File: config.mk
export PLATFORM = sky130hd
export DESIGN_NAME = delay_line_strobed
export DESIGN_NICKNAME = d
export VERILOG_FILES = /design/src/rtl/delay_line_pkg.sv /design/src/rtl/delay_ram.sv /design/src/rtl/delay_line_strobed.sv
export SDC_FILE = /design/constraint.sdc
export NUM_CORES = 2
export LEC_CHECK = 0
export CAP_MARGIN = 10
export CORE_MARGIN = 1.5
export CORE_UTILIZATION = 55
export CTS_CLUSTER_SIZE = 16
export DETAILED_ROUTE_END_ITERATION = 10
export PLACE_DENSITY = 0.71
export SLEW_MARGIN = 10
export SYNTH_ARGS = -nofsm -noshare
export SYNTH_HDL_FRONTEND = slang
export SYNTH_HIERARCHICAL = 1
export SYNTH_SLANG_ARGS = --single-unit
File: constraint.sdc
create_clock -name clock -period 7.5 [get_ports clock]
set_input_delay 0.75 -clock clock [delete_from_list [all_inputs] [get_ports clock]]
set_output_delay 0.75 -clock clock [all_outputs]
set_load 0.02 [all_outputs]
File: src/rtl/delay_line_pkg.sv
// Shared sizing helpers for the strobed delay line: clog2 and the derived
// pointer / fill-counter widths for a given MAX_DELAY.
package delay_line_pkg;

  function automatic int clog2(input int value);
    int result;
    result = 0;
    for (int v = value - 1; v > 0; v = v >> 1) begin
      result++;
    end
    return result;
  endfunction

  // Circular-buffer address width; never narrower than one bit.
  function automatic int ptr_width(input int max_delay);
    return (clog2(max_delay) < 1) ? 1 : clog2(max_delay);
  endfunction

  // Fill counter and delay register both hold 0..MAX_DELAY inclusive.
  function automatic int fill_width(input int max_delay);
    return (clog2(max_delay + 1) < 1) ? 1 : clog2(max_delay + 1);
  endfunction

endpackage

File: src/rtl/delay_ram.sv
// Simple dual-port sample store: synchronous write, combinational read that
// returns the old contents when read and write hit the same slot.
module delay_ram #(
  parameter int DATA_WIDTH = 32,
  parameter int DEPTH      = 64,
  parameter int ADDR_W     = 6
) (
  input  logic                  clock,
  input  logic                  we,
  input  logic [ADDR_W-1:0]     waddr,
  input  logic [DATA_WIDTH-1:0] wdata,
  input  logic [ADDR_W-1:0]     raddr,
  output logic [DATA_WIDTH-1:0] rdata
);

  logic [DATA_WIDTH-1:0] mem_q [DEPTH];

  always_ff @(posedge clock) begin
    if (we) begin
      mem_q[waddr] <= wdata;
    end
  end

  assign rdata = mem_q[raddr];

endmodule

File: src/rtl/delay_line_strobed.sv
// Runtime-programmable delay line counting valid samples, not clocks.
// Build option DELAY_LINE_PRIME_GATE_EN: suppress output strobes until primed.
module delay_line_strobed
  import delay_line_pkg::*;
#(
  parameter int DATA_WIDTH  = 32,
  parameter int MAX_DELAY   = 64,
  parameter int DELAY_WIDTH = 7
) (
  input  logic                   clock,
  input  logic                   reset,
  input  logic                   enable,
  input  logic [DELAY_WIDTH-1:0] delay,
  input  logic [DATA_WIDTH-1:0]  data_in,
  input  logic                   input_strobe,
  output logic [DATA_WIDTH-1:0]  data_out,
  output logic                   output_strobe,
  output logic                   primed,
  output logic                   delay_err
);

  localparam int PTR_W  = ptr_width(MAX_DELAY);
  localparam int FILL_W = fill_width(MAX_DELAY);
  localparam int MATH_W = FILL_W + 1;
  localparam logic [DELAY_WIDTH-1:0] MAX_REQ  = DELAY_WIDTH'(MAX_DELAY);
  localparam logic [FILL_W-1:0]      MAX_FILL = FILL_W'(MAX_DELAY);
  localparam logic [PTR_W-1:0]       LAST_PTR = PTR_W'(MAX_DELAY - 1);
  localparam logic [MATH_W-1:0]      DEPTH_EXT = MATH_W'(MAX_DELAY);

  logic [FILL_W-1:0]     delay_q, delay_d;
  logic [FILL_W-1:0]     fill_cnt_q, fill_cnt_d;
  logic [PTR_W-1:0]      wr_ptr_q, wr_ptr_d;
  logic                  delay_err_q, delay_err_d;
  logic [DATA_WIDTH-1:0] data_out_q, data_out_d;
  logic                  output_strobe_q, output_strobe_d;

  logic                  accept;
  logic                  delay_change;
  logic [FILL_W-1:0]     delay_clamp;
  logic [MATH_W-1:0]     wr_ext, d_ext;
  logic [PTR_W-1:0]      rd_ptr;
  logic [DATA_WIDTH-1:0] rd_data;
  logic [DATA_WIDTH-1:0] sample;

  function automatic logic [FILL_W-1:0] clamp_delay(input logic [DELAY_WIDTH-1:0] req);
    return (req > MAX_REQ) ? MAX_FILL : FILL_W'(req);
  endfunction

  delay_ram #(
    .DATA_WIDTH (DATA_WIDTH),
    .DEPTH      (MAX_DELAY),
    .ADDR_W     (PTR_W)
  ) u_ram (
    .clock (clock),
    .we    (accept),
    .waddr (wr_ptr_q),
    .wdata (data_in),
    .raddr (rd_ptr),
    .rdata (rd_data)
  );

  assign primed = (fill_cnt_q >= delay_q);

  always_comb begin
    accept       = enable && input_strobe;
    delay_clamp  = clamp_delay(delay);
    delay_change = enable && (delay_clamp != delay_q);

    // Read slot is D samples behind the write pointer, modulo the ring size.
    wr_ext = MATH_W'(wr_ptr_q);
    d_ext  = MATH_W'(delay_q);
    if (wr_ext >= d_ext) begin
      rd_ptr = PTR_W'(wr_ext - d_ext);
    end else begin
      rd_ptr = PTR_W'(wr_ext + DEPTH_EXT - d_ext);
    end
    sample = (delay_q == '0) ? data_in : rd_data;

    delay_d     = delay_change ? delay_clamp : delay_q;
    delay_err_d = delay_err_q | (delay > MAX_REQ);

    wr_ptr_d = wr_ptr_q;
    if (accept) begin
      wr_ptr_d = (wr_ptr_q == LAST_PTR) ? '0 : wr_ptr_q + PTR_W'(1);
    end

    // A delay change re-primes, taking priority over the sample count.
    fill_cnt_d = fill_cnt_q;
    if (delay_change) begin
      fill_cnt_d = '0;
    end else if (accept && (fill_cnt_q != MAX_FILL)) begin
      fill_cnt_d = fill_cnt_q + FILL_W'(1);
    end

`ifdef DELAY_LINE_PRIME_GATE_EN
    output_strobe_d = accept && primed;
    data_out_d      = (accept && primed) ? sample : data_out_q;
`else
    output_strobe_d = accept;
    data_out_d      = accept ? (primed ? sample : '0) : data_out_q;
`endif
  end

  // p0 -> p1: state and registered output
  always_ff @(posedge clock or posedge reset) begin
    if (reset) begin
      delay_q         <= '0;
      fill_cnt_q      <= '0;
      wr_ptr_q        <= '0;
      delay_err_q     <= 1'b0;
      data_out_q      <= '0;
      output_strobe_q <= 1'b0;
    end else begin
      delay_q         <= delay_d;
      fill_cnt_q      <= fill_cnt_d;
      wr_ptr_q        <= wr_ptr_d;
      delay_err_q     <= delay_err_d;
      data_out_q      <= data_out_d;
      output_strobe_q <= output_strobe_d;
    end
  end

  assign data_out      = data_out_q;
  assign output_strobe = output_strobe_q;
  assign delay_err     = delay_err_q;

endmodule

==> results.json <==
{
  "ys.flop_type": "edfxtp_1",
  "synthToLayoutAreaGrowth_pct": 12.32,
  "clk_pin_slew_ns": 0.06,
  "numPortBuffers": 77,
  "netSwitchingPower_mw": 10.87,
  "synth-simple-area-share_pct": 1.773,
  "cts_resized": 0,
  "comb_power_share_pct": 31.7,
  "peakVddDrop_uv": 440.9,
  "p_per_area_nw_per_um2": 370.0,
  "synth_compound_area_share_pct": 2.125,
  "placed_cell_area_um2": 84500,
  "cp.arrival_ns": 5.97,
  "synth_fa_ha_area_share_pct": 0.2569,
  "cts_setup_buffers": 0,
  "layout-drive-gt1-share_pct": 26.65,
  "die_area_um2": 149300,
  "rows": 140,
  "avgRoutedWirePerCell_um": 33.44,
  "die_width_um": 386.4,
  "final_hold_viol_count": 0,
  "seq_power_share_pct": 39.5,
  "nets": 3862,
  "htreeDepth": 4,
  "overflow": 0,
  "finalCritPeriodShare_pct": 69.62,
  "clkLatencyLatePin_ns": 0.84,
  "synth_top_family_by_area": "multiplexers",
  "initial_core_util_pct": 55.48,
  "synth.area.mux_share_pct": 16.77,
  "swShare_pct": 32.34,
  "synth_cell_types": 61,
  "worstSetupStartpointType": "register",
  "synth_fp_nets": 3659,
  "p_clk_share_pct": 28.8,
  "postCtsHoldBufs": 0,
  "place_congestion": 0.8802,
  "synthArstFlopShare_pct": 2.569,
  "wl_um": 197100,
  "viasPerCell": 6.694,
  "maxCapViolCount": 0,
  "coreArea_um2": 145700,
  "drv_slew": 0,
  "grt_setup_unrepaired": "no",
  "hp-class": "in -> async",
  "grt_first_pass_wirelength_um": 284200,
  "io_pins": 78,
  "crit_path_end_kind": "register",
  "slew_headroom_pct": 15.63,
  "synth_edf_count": 2048,
  "cts_tree": "yes",
  "setup_violations": 0,
  "drt-initial-drc-count": 5183,
  "syn_area_um2": 80860,
  "cts_buffers": 200,
  "cts-root-buf": "clkbuf_16",
  "synth_xor_area_share_pct": 0.09748,
  "grtUsageTotal_pct": 26.79,
  "clockBufferDepth": 3,
  "syn_inst": 3600,
  "postRouteAntennaNets": 0,
  "grt_max_degree": 115,
  "vias": 39460,
  "worst_pin_slew_ns": 1.266,
  "antenna_found_initial": 5,
  "hpwl_um": 106100,
  "synth_seq_cells": 2102,
  "skew_ns": 0.02904,
  "drt_first_pass_iters": 5,
  "drc": 0,
  "max_clock_freq_mhz": 191.5,
  "cts.sink_count": 2102,
  "setup-tns-final_ns": 0,
  "design_area_um2": 90830,
  "status": "finished clean",
  "hold_slack_ns": 0.4658,
  "grt_pass1_vias": 39170,
  "p_int_mw": 22.74,
  "die_h_um": 386.4,
  "layout_min_cycle_time_ns": 5.221,
  "crit_type": "reg -> reg",
  "cp.required_ns": 8.24,
  "ys_seq_area_share_pct": 77.73,
  "yosys_warnings": 6,
  "p_leak_nw": 28.57,
  "crit_path_max_fanout": 32,
  "syn_avg_cell_area_um2": 22.46
}
==> sequential cells by signal (all words and copies together) (netlist names) <==
signal,flops
u_ram/mem_q,2048
wr_ptr_q,6
fill_cnt_q,7
data_out,32
delay_err,1
delay_q,7
output_strobe,1
==> worst max-delay path: stages (launching register included) <==
cell and delay [ns]:
dfrtp_1 0.63, ha_1 0.32, nor2b_1 0.12, o21ai_0 0.20, a21boi_0 0.23, or4_1 0.51, nand3_1 0.72, nand2b_2 1.04
o221ai_1 0.31, a21oi_1 0.42, a21oi_1 0.16, nor2_1 0.13, mux2i_1 0.08, o21ai_0 0.23
==> worst paths after layout <==
path	from	endpoint	slack, ns	cells after the start
max in group asynchronous	reset	data_out[13]$_DFFE_PP0P_	6.50	3
worst min register to register	delay_err$_DFF_PP0_	delay_err$_DFF_PP0_	0.47	1
worst max-delay path	wr_ptr_q[1]$_DFFE_PP0P_	data_out[26]$_DFFE_PP0P_	2.28	13
worst max register to register	wr_ptr_q[1]$_DFFE_PP0P_	data_out[26]$_DFFE_PP0P_	2.28	13
min in group clock	delay_err$_DFF_PP0_	delay_err$_DFF_PP0_	0.47	1
worst min-delay path	reset	delay_q[2]$_DFFE_PP0P_	0.47	3
==> layout make-up <==
cell class                 instances  area, um2
antenna                            3      7.507
clock buffer                     248       5246
clock inverter                   125       1067
fill                            9665      54910
inverter                          17      78.83
multi-input combinational       1287      17530
sequential                      2102      62850
tap                             1917       2399
timing repair buffer             195       1652
==> Yosys cell counts (3+ instances only) <==
library cell / count / area share (%)
nor2b_1: 18 / 0.14
a21oi_1: 69 / 0.43
buf_6: 6 / 0.084
and3_1: 5 / 0.039
buf_1: 21 / 0.097
nand3_1: 11 / 0.068
edfxtp_1: 2048 / 76
a22oi_1: 13 / 0.12
o32ai_1: 4 / 0.043
or3_1: 5 / 0.039
o221ai_1: 27 / 0.29
ha_1: 15 / 0.23
nand2b_1: 15 / 0.12
inv_1: 15 / 0.070
o21ai_0: 43 / 0.27
nor2_1: 152 / 0.71
and2_1: 3 / 0.023
mux4_2: 544 / 15
a41o_1: 4 / 0.050
buf_2: 61 / 0.38
nand3b_1: 5 / 0.046
nand4_1: 4 / 0.031
nand2_1: 70 / 0.32
nor3_1: 12 / 0.074
clkbuf_1: 81 / 0.38
or3b_2: 3 / 0.033
dfrtp_1: 54 / 1.7
buf_4: 25 / 0.23
a311oi_1: 8 / 0.087
mux2i_1: 130 / 1.6
xnor2_1: 7 / 0.076
o22ai_1: 84 / 0.65
==> kinds of logic after synthesis <==
kind of cell / count (synthesis)
AO/OA/AOI/OAI: 270
multiplexers: 675
buffers and inverters: 211
adder cells (fa/ha/maj): 16
XOR/XNOR: 9
flip-flops: 2102
AND/OR/NAND/NOR: 317
==> through the flow <==
stage,power (mW),setup WS [ns],util (%),std cells
floorplan,20.22,3.460,-,3600
global route,34.63,2.102,62.32,5891
finish,33.61,2.279,62.32,5894
CTS,33.72,2.411,62.31,5891
global placement,24.02,2.427,57.98,5518
detailed placement,24.08,2.317,57.98,5518
==> per-layer routing <==
layer	share of wire, %	vias to the layer above	GRT usage, %
met5	0.0066	-	0
met4	2.6	2	7.625
met3	11	291	5.389
met2	48	2378	41.72
met1	39	21120	39.11
li1	-	15660	-
==> layout by cell type (no fill, tap or decap), types with 16 or more instances in the layout <==
cell,count
nor2_4,63
o21ai_0,43
o22ai_1,84
clkbuf_16,201
mux4_2,544
buf_2,30
nor2b_1,16
o221ai_1,27
a21oi_1,69
buf_4,108
nand2_1,69
dfrtp_1,54
clkinv_1,52
clkdlybuf4s50_1,45
edfxtp_1,2048
nor2_1,88
clkbuf_1,43
mux2i_1,130
clkinv_2,39
==> power groups by stage <==
stage	Sequential, mW	Clock, mW	Combinational (mW)
detailed placement	13.5	0	10.6
global route	13.3	10.3	11.1
floorplan	13.5	0	6.76
finish	13.3	9.69	10.6
CTS	13.3	9.84	10.6
global placement	13.5	0	10.5
Note: power is estimated with default switching activity, not from simulation.
